`config.mk`:
```
export PLATFORM = sky130hd
export DESIGN_NAME = mem_xfer_ctrl
export DESIGN_NICKNAME = d
export VERILOG_FILES = /design/src/rtl/mem_xfer_ctrl.sv
export SDC_FILE = /design/constraint.sdc
export NUM_CORES = 1
export LEC_CHECK = 0
export ABC_AREA = 1
export ABC_CLOCK_PERIOD_IN_PS = 2900
export CORE_AREA = 2 2 39 41
export CTS_CLUSTER_DIAMETER = 150
export DETAILED_ROUTE_END_ITERATION = 8
export DIE_AREA = 0 0 41 43
export PLACE_DENSITY = 0.71
export SYNTH_ARGS = -nofsm -noshare
export SYNTH_HDL_FRONTEND = slang
export SYNTH_SLANG_ARGS = --single-unit
```
`constraint.sdc`:
```
create_clock -name clock -period 2.9 [get_ports clock]
set_input_delay 0.29 -clock clock [delete_from_list [all_inputs] [get_ports clock]]
set_output_delay 0.29 -clock clock [all_outputs]
set_load 0.03 [all_outputs]
```
`src/rtl/mem_xfer_ctrl.sv`:
```
// Memory transfer sequencer: steps MAR/MDR loads and memory strobes for one
// read or write request, with a wait-state handshake and a watchdog abort.
module mem_xfer_ctrl #(
  parameter int TIMEOUT = 15,
  parameter int CNT_W   = 4
) (
  input  logic             clock,
  input  logic             clear_n,
  input  logic             start,
  input  logic             write,
  input  logic             mem_ready,
  output logic             busy,
  output logic             MARin,
  output logic             MDRin,
  output logic             Read,
  output logic             mem_rd,
  output logic             mem_wr,
  output logic             done,
  output logic             timeout_err,
  output logic [CNT_W-1:0] wait_cnt
);

  typedef enum logic [2:0] {
    S_IDLE, S_LD_MAR, S_LD_MDR, S_RD_WAIT, S_RD_CAPT, S_WR_WAIT, S_DONE, S_ERR
  } state_t;

  localparam logic [CNT_W-1:0] CNT_LAST = CNT_W'(TIMEOUT - 1);

  state_t           state, state_nxt;
  logic             dir;
  logic [CNT_W-1:0] cnt_nxt;
  logic             in_wait;
  logic             timed_out;

  assign in_wait   = (state == S_RD_WAIT) || (state == S_WR_WAIT);
  // mem_ready on the final wait cycle takes priority over the abort
  assign timed_out = in_wait && !mem_ready && (wait_cnt == CNT_LAST);
  assign cnt_nxt   = (in_wait && !mem_ready && !timed_out) ? wait_cnt + 1'b1 : '0;

  always_ff @(posedge clock or negedge clear_n) begin
    if (!clear_n) begin
      state    <= S_IDLE;
      dir      <= 1'b0;
      wait_cnt <= '0;
    end else begin
      state    <= state_nxt;
      wait_cnt <= cnt_nxt;
      if (state == S_IDLE && start)
        dir <= write;
    end
  end

  always_comb begin
    state_nxt = state;
    case (state)
      S_IDLE:    if (start) state_nxt = S_LD_MAR;
      S_LD_MAR:  state_nxt = dir ? S_LD_MDR : S_RD_WAIT;
      S_LD_MDR:  state_nxt = S_WR_WAIT;
      S_RD_WAIT: begin
        if (mem_ready)      state_nxt = S_RD_CAPT;
        else if (timed_out) state_nxt = S_ERR;
      end
      S_RD_CAPT: state_nxt = S_DONE;
      S_WR_WAIT: begin
        if (mem_ready)      state_nxt = S_DONE;
        else if (timed_out) state_nxt = S_ERR;
      end
      S_DONE:    state_nxt = S_IDLE;
      S_ERR:     state_nxt = S_IDLE;
      default:   state_nxt = S_IDLE;
    endcase
  end

  always_comb begin
    busy        = (state != S_IDLE);
    MARin       = 1'b0;
    MDRin       = 1'b0;
    Read        = 1'b0;
    mem_rd      = 1'b0;
    mem_wr      = 1'b0;
    done        = 1'b0;
    timeout_err = 1'b0;
    case (state)
      S_LD_MAR:  MARin = 1'b1;
      S_LD_MDR:  MDRin = 1'b1;
      S_RD_WAIT: mem_rd = 1'b1;
      S_RD_CAPT: begin
        mem_rd = 1'b1;
        MDRin  = 1'b1;
        Read   = 1'b1;
      end
      S_WR_WAIT: mem_wr = 1'b1;
      S_DONE:    done = 1'b1;
      S_ERR:     timeout_err = 1'b1;
      default:   ;
    endcase
  end

endmodule

```
* Word level (Yosys, flattened, before mapping) *
Index checks and enable logic that the tools add are counted.

cells by class
  add/sub/neg operators = 1
  reduce and logical (&&, ||, !) cells = 12
  eq/ne operators = 9
  multiplexer cells = 14

operator list
  cell                 count
  $pmux 3 s7           1
  $eq 3x3->1 const B   4
  $mux 3               4
  $mux 1               8
  $eq 3x2->1 const B   2
  $reduce_or 2->1      3
  $add 4x1->4 const B  1
  $eq 4x4->1 const B   1
  $logic_and 1x1->1    4
  $mux 4               1
  $eq 3x1->1 const B   1
  $logic_not 3->1      1
  $reduce_bool 3->1    1
  $logic_not 1->1      2
  $ne 2x2->1 const B   1
  $logic_or 1x1->1     1

storage, ports and cells
  bits of input ports = 5
  register bits after elaboration = 8
  word-level logic and storage cells = 39
  output and inout bits = 12

* Logic depth before layout (Yosys ltp) *
Gate-level depths: netlist of run 1.

  depth after elaboration = 7
  depth in mapped cells = 7
  gate-level depth less buffers = 6

* Worst setup path after synthesis of run 1 *
Ideal clock, no wire load.

  kind = register -> output
  start = register state[2]
  end = output done
  data required time = 2.610 ns
  arrival time = 1.229 ns
  cell stages (with the launch flop) = 3
  path buffers = 0
  slack = 1.381 ns
  cells stage by stage = dfrtp_1 -> inv_1 -> nor3_1

on the way
  longest elaborated chain between the ends = 2

RTL lines
  what                    RTL line  source
  from (decl)             29        state_t state, state_nxt;
  from (signal assigned)  46        state <= state_nxt;
  $eq 3x3->1              83        case (state)
  $mux 1                  83
  to (decl)               18        output logic done,

Every way passes these cells.

* Worst setup path in the final report of run 1 *
  start = register state[1]
  end = output MARin

on the way
  longest elaborated chain between the ends = 2

RTL lines
  what        RTL line  source
  $eq 3x1->1  83
  $mux 1      83
  to (decl)   13        output logic MARin,

Every way passes these cells.

==> results of run 1 <==
==> how the worst max path moves through the flow <==
| stage | from | end | slack [ns] | cells after the start |
|---|---|---|---|---|
| CTS | state[1] | MARin | 0.85 | 4 |
| global route | state[0] | Read | 0.78 | 4 |
| global placement | state[1] | MARin | 1.14 | 4 |
| detailed placement | state[0] | MDRin | 1.13 | 4 |
| floorplan | state[2] | done | 1.38 | 2 |
| finish | state[1] | MARin | 0.84 | 4 |
==> cells in the final DEF (no fill, tap or decap) <==
cell / count
nand3_4: 1
nor2_1: 11
a31oi_1: 1
nand4_1: 2
dfrtp_1: 8
nor2_4: 1
clkdlybuf4s50_1: 16
nand3_1: 3
clkbuf_4: 3
xor2_1: 1
o21ai_2: 1
nand2_2: 2
nand2_1: 9
inv_1: 8
nor2_2: 1
nor3_2: 1
a21o_1: 1
a21oi_1: 1
nor3_1: 1
xnor2_1: 1
inv_2: 2
ha_1: 2
==> cell families after synthesis <==
kind of cell               count (synthesis)
adders and majority gates                  2
and+or+nand+nor                           32
buffers and inverters                     11
DFF                                        8
AOI/OAI and AO/OA                          4
xor gates and xnor gates                   2
==> worst max-delay path, stage by stage, from the launching register on <==
cell and delay, ns:
dfrtp_1 0.44, inv_2 0.14, nand2_1 0.06, nor2_1 0.18, clkdlybuf4s50_1 0.71
==> final cells by class <==
| type | count | area share [%] |
|---|---|---|
| multi-input combinational | 40 | 34.8 |
| sequential | 8 | 29.6 |
| timing repair buffer | 16 | 23.7 |
| inverter | 10 | 5.56 |
| clock buffer | 3 | 3.33 |
| tap | 16 | 2.96 |
==> layer usage <==
layer | up-vias | share of wire [%] | routed length (um) | global-route usage (%)
li1 | 221 | - | - | -
met5 | - | 0 | 0 | 0
met1 | 186 | 47 | 411 | 17.6
met3 | 0 | 8.6 | 75 | 1.57
met2 | 16 | 44 | 389 | 16.6
met4 | 0 | 0 | 0 | 4.00
==> metrics by stage <==
step	hold WS (ns)	total power, mW	instance area, um2	setup WS (ns)	utilization (%)
after floorplan	-0.00559	0.455	480	1.38	-
after global placement	0.497	0.582	653	1.14	47.2
after detailed placement	0.507	0.588	653	1.13	47.2
after CTS	0.322	0.674	676	0.847	48.8
after global routing	0.338	0.716	676	0.775	48.8
final	0.317	0.668	676	0.845	48.8
==> power groups by stage <==
| stage | clock, mW | sequential (mW) | combinational (mW) |
|---|---|---|---|
| after floorplan | 0 | 0.185 | 0.270 |
| after global placement | 0 | 0.196 | 0.387 |
| after global routing | 0.0909 | 0.203 | 0.422 |
| after detailed placement | 0 | 0.199 | 0.389 |
| final | 0.0817 | 0.198 | 0.388 |
| after CTS | 0.0862 | 0.197 | 0.390 |
==> flip-flops by register name, summed over array words and instances, names as in the netlist <==
| signal | cells |
|---|---|
| dir | 1 |
| state | 3 |
| wait_cnt | 4 |
==> qor.csv, run 1 <==
metric,value,unit
synth top area cells,"dfrtp_1 42%, nor2_1 8.6%, nand2_1 7.0%, inv_1 6.3%, ha_1 5.2%",
Final Max Tran Viols,0,
vias post-DR,423,
Peak VDD IR,485,uV
power share of the clock group,12.2,%
R2R depth,6,
Final HPWL DP,709,um
CP arrival,1.77,ns
XOR/XNOR Fraction of Synth Area,3.65,%
first-pass GRT wire length,1430,um
post-synthesis instance area,480,um2
n_diodes,0,
pin count of the biggest net entering global routing,9,
pin slew with the least headroom to its limit,0.355,ns
Congestion Overflow GR,0,
Logic pwr share,58.1,%
compound-cell area share of the yosys netlist,5.73,%
htree depth,1,
reg2reg start,wait_cnt[0],
PostCTS Resize Cnt,0,
area of the multi-input gates,235,um2
RSZ-0062 raised after global routing,no,
vias in the first global route,356,
NumNets Final,86,
Routed WL,876,um
final setup fails,0,
Adder-Cell Fraction of Synth Area,5.21,%
layout cell share with drive strength beyond 1,15.6,%
fin crit period,2.06,ns
Unique masters post-synth,21,
Pleak,0.326,nW
Site Rows,14,
Post-CTS Hold Buffers,0,
# clock sinks,8,
DIE AREA,0.00176,mm2
Post-synth EDFFs,0,
CP Capture Type,output pin,
initial antenna violation count,0,
Die Y,43,um
ys async rst share,100,%
Most used DFF post-synth,dfrtp_1,
Setup CP Type,reg2out,
leading cell types by count after synthesis,"11 x nor2_1, 9 x nand2_1, 8 x dfrtp_1, 8 x inv_1, 3 x nand3_1",
post-synthesis simple-gate area fraction,34.4,%
HP Class,in2async,
Pint,0.344,mW
Clock Pin Slew Worst Setup and Hold Paths,0.05,ns
Clock Latency Late Sink,0.25,ns
Net Sw Frac,48.5,%
synthesized flop and latch total,8,
vias per inst,4.55,
setup bufs post-CTS,0,
dpl cells,90,
fin crit share,70.9,%
IO buf count,16,
multiplexer share of the synthesized area,0,%
GR Util All Layers,11.6,%
status,"finished, final reports clean",
clock root buffer master,clkbuf_4,
Yosys warnings,0,
"Seq/Total Area, Yosys",41.7,%
DRC,0,
reg2reg end,state[1],
clk_skew,0.00306,ns
syn nets,66,
CTS Buf Count,3,
post-synthesis average cell area,8.14,um2
Setup TNS,0,ns
die width,41,um
io pins,17,
pwr/cell area,988,mW/mm2
Critical Path Source Type,flop,
wire per inst,9.42,um
Flop pwr share,29.6,%
clk buf depth,2,
Final Hold Fails,0,
register cell area after layout,200,um2
Syn Inst Count,59,
Routability Congestion,0.707,
NetSw,0.324,mW
R2R setup slack,1.73,ns
FMAX,487,MHz
drt first pass iters,4,
ANT nets after route,0,
CP required,2.61,ns
max_slew headroom,76.3,%
Iteration-0 DRC Markers,6,
initial core utilization,34.7,%
cell taking the most area after synthesis,dfrtp_1,
top cell type's share of synthesized area,41.7,%
largest family of logic cells by synthesized area,simple AND/OR/NAND/NOR gates,
post-route insts no fill,93,
Worst Path Max Fanout,5,
Syn-to-layout area delta,40.6,%
most frequent cell after synthesis,nor2_1,
Layout fillers,142,
maxcap violations,0,
CORE AREA,0.00138,mm2
CTS tree,built,
Note: power is estimated with default switching activity, not from simulation.
==> inputs of run 2 (changes only) <==
Settings changed: ABC_CLOCK_PERIOD_IN_PS 2900 to 2100.
Clock period 2.9 ns to 2.1 ns, I/O delays scaled along.
==> results of run 2 <==
The final DEF is identical to that of run 1. Status: finished, final reports clean.
Among the figures that moved: final weighted congestion in routability-driven placement 0.707 -> 0.706; setup slack after placement 1.13 ns -> 0.407 ns; setup slack after layout 0.845 ns -> 0.125 ns; hold slack 0.317 ns -> 0.237 ns; register-to-register setup slack 1.73 ns -> 0.93 ns; total power 0.668 mW -> 0.922 mW; worst IR drop on VDD 485 uV -> 670 uV
==> inputs of run 3 (changes only) <==
Settings changed: SETUP_SLACK_MARGIN set to 0.02.
==> results of run 3 <==
The final DEF is identical to that of run 1. Status: finished, final reports clean.
Among the figures that moved: final weighted congestion in routability-driven placement 0.707 -> 0.706; setup slack after placement 1.13 ns -> 0.407 ns; setup slack after layout 0.845 ns -> 0.125 ns; hold slack 0.317 ns -> 0.237 ns; register-to-register setup slack 1.73 ns -> 0.93 ns; total power 0.668 mW -> 0.922 mW; worst IR drop on VDD 485 uV -> 670 uV
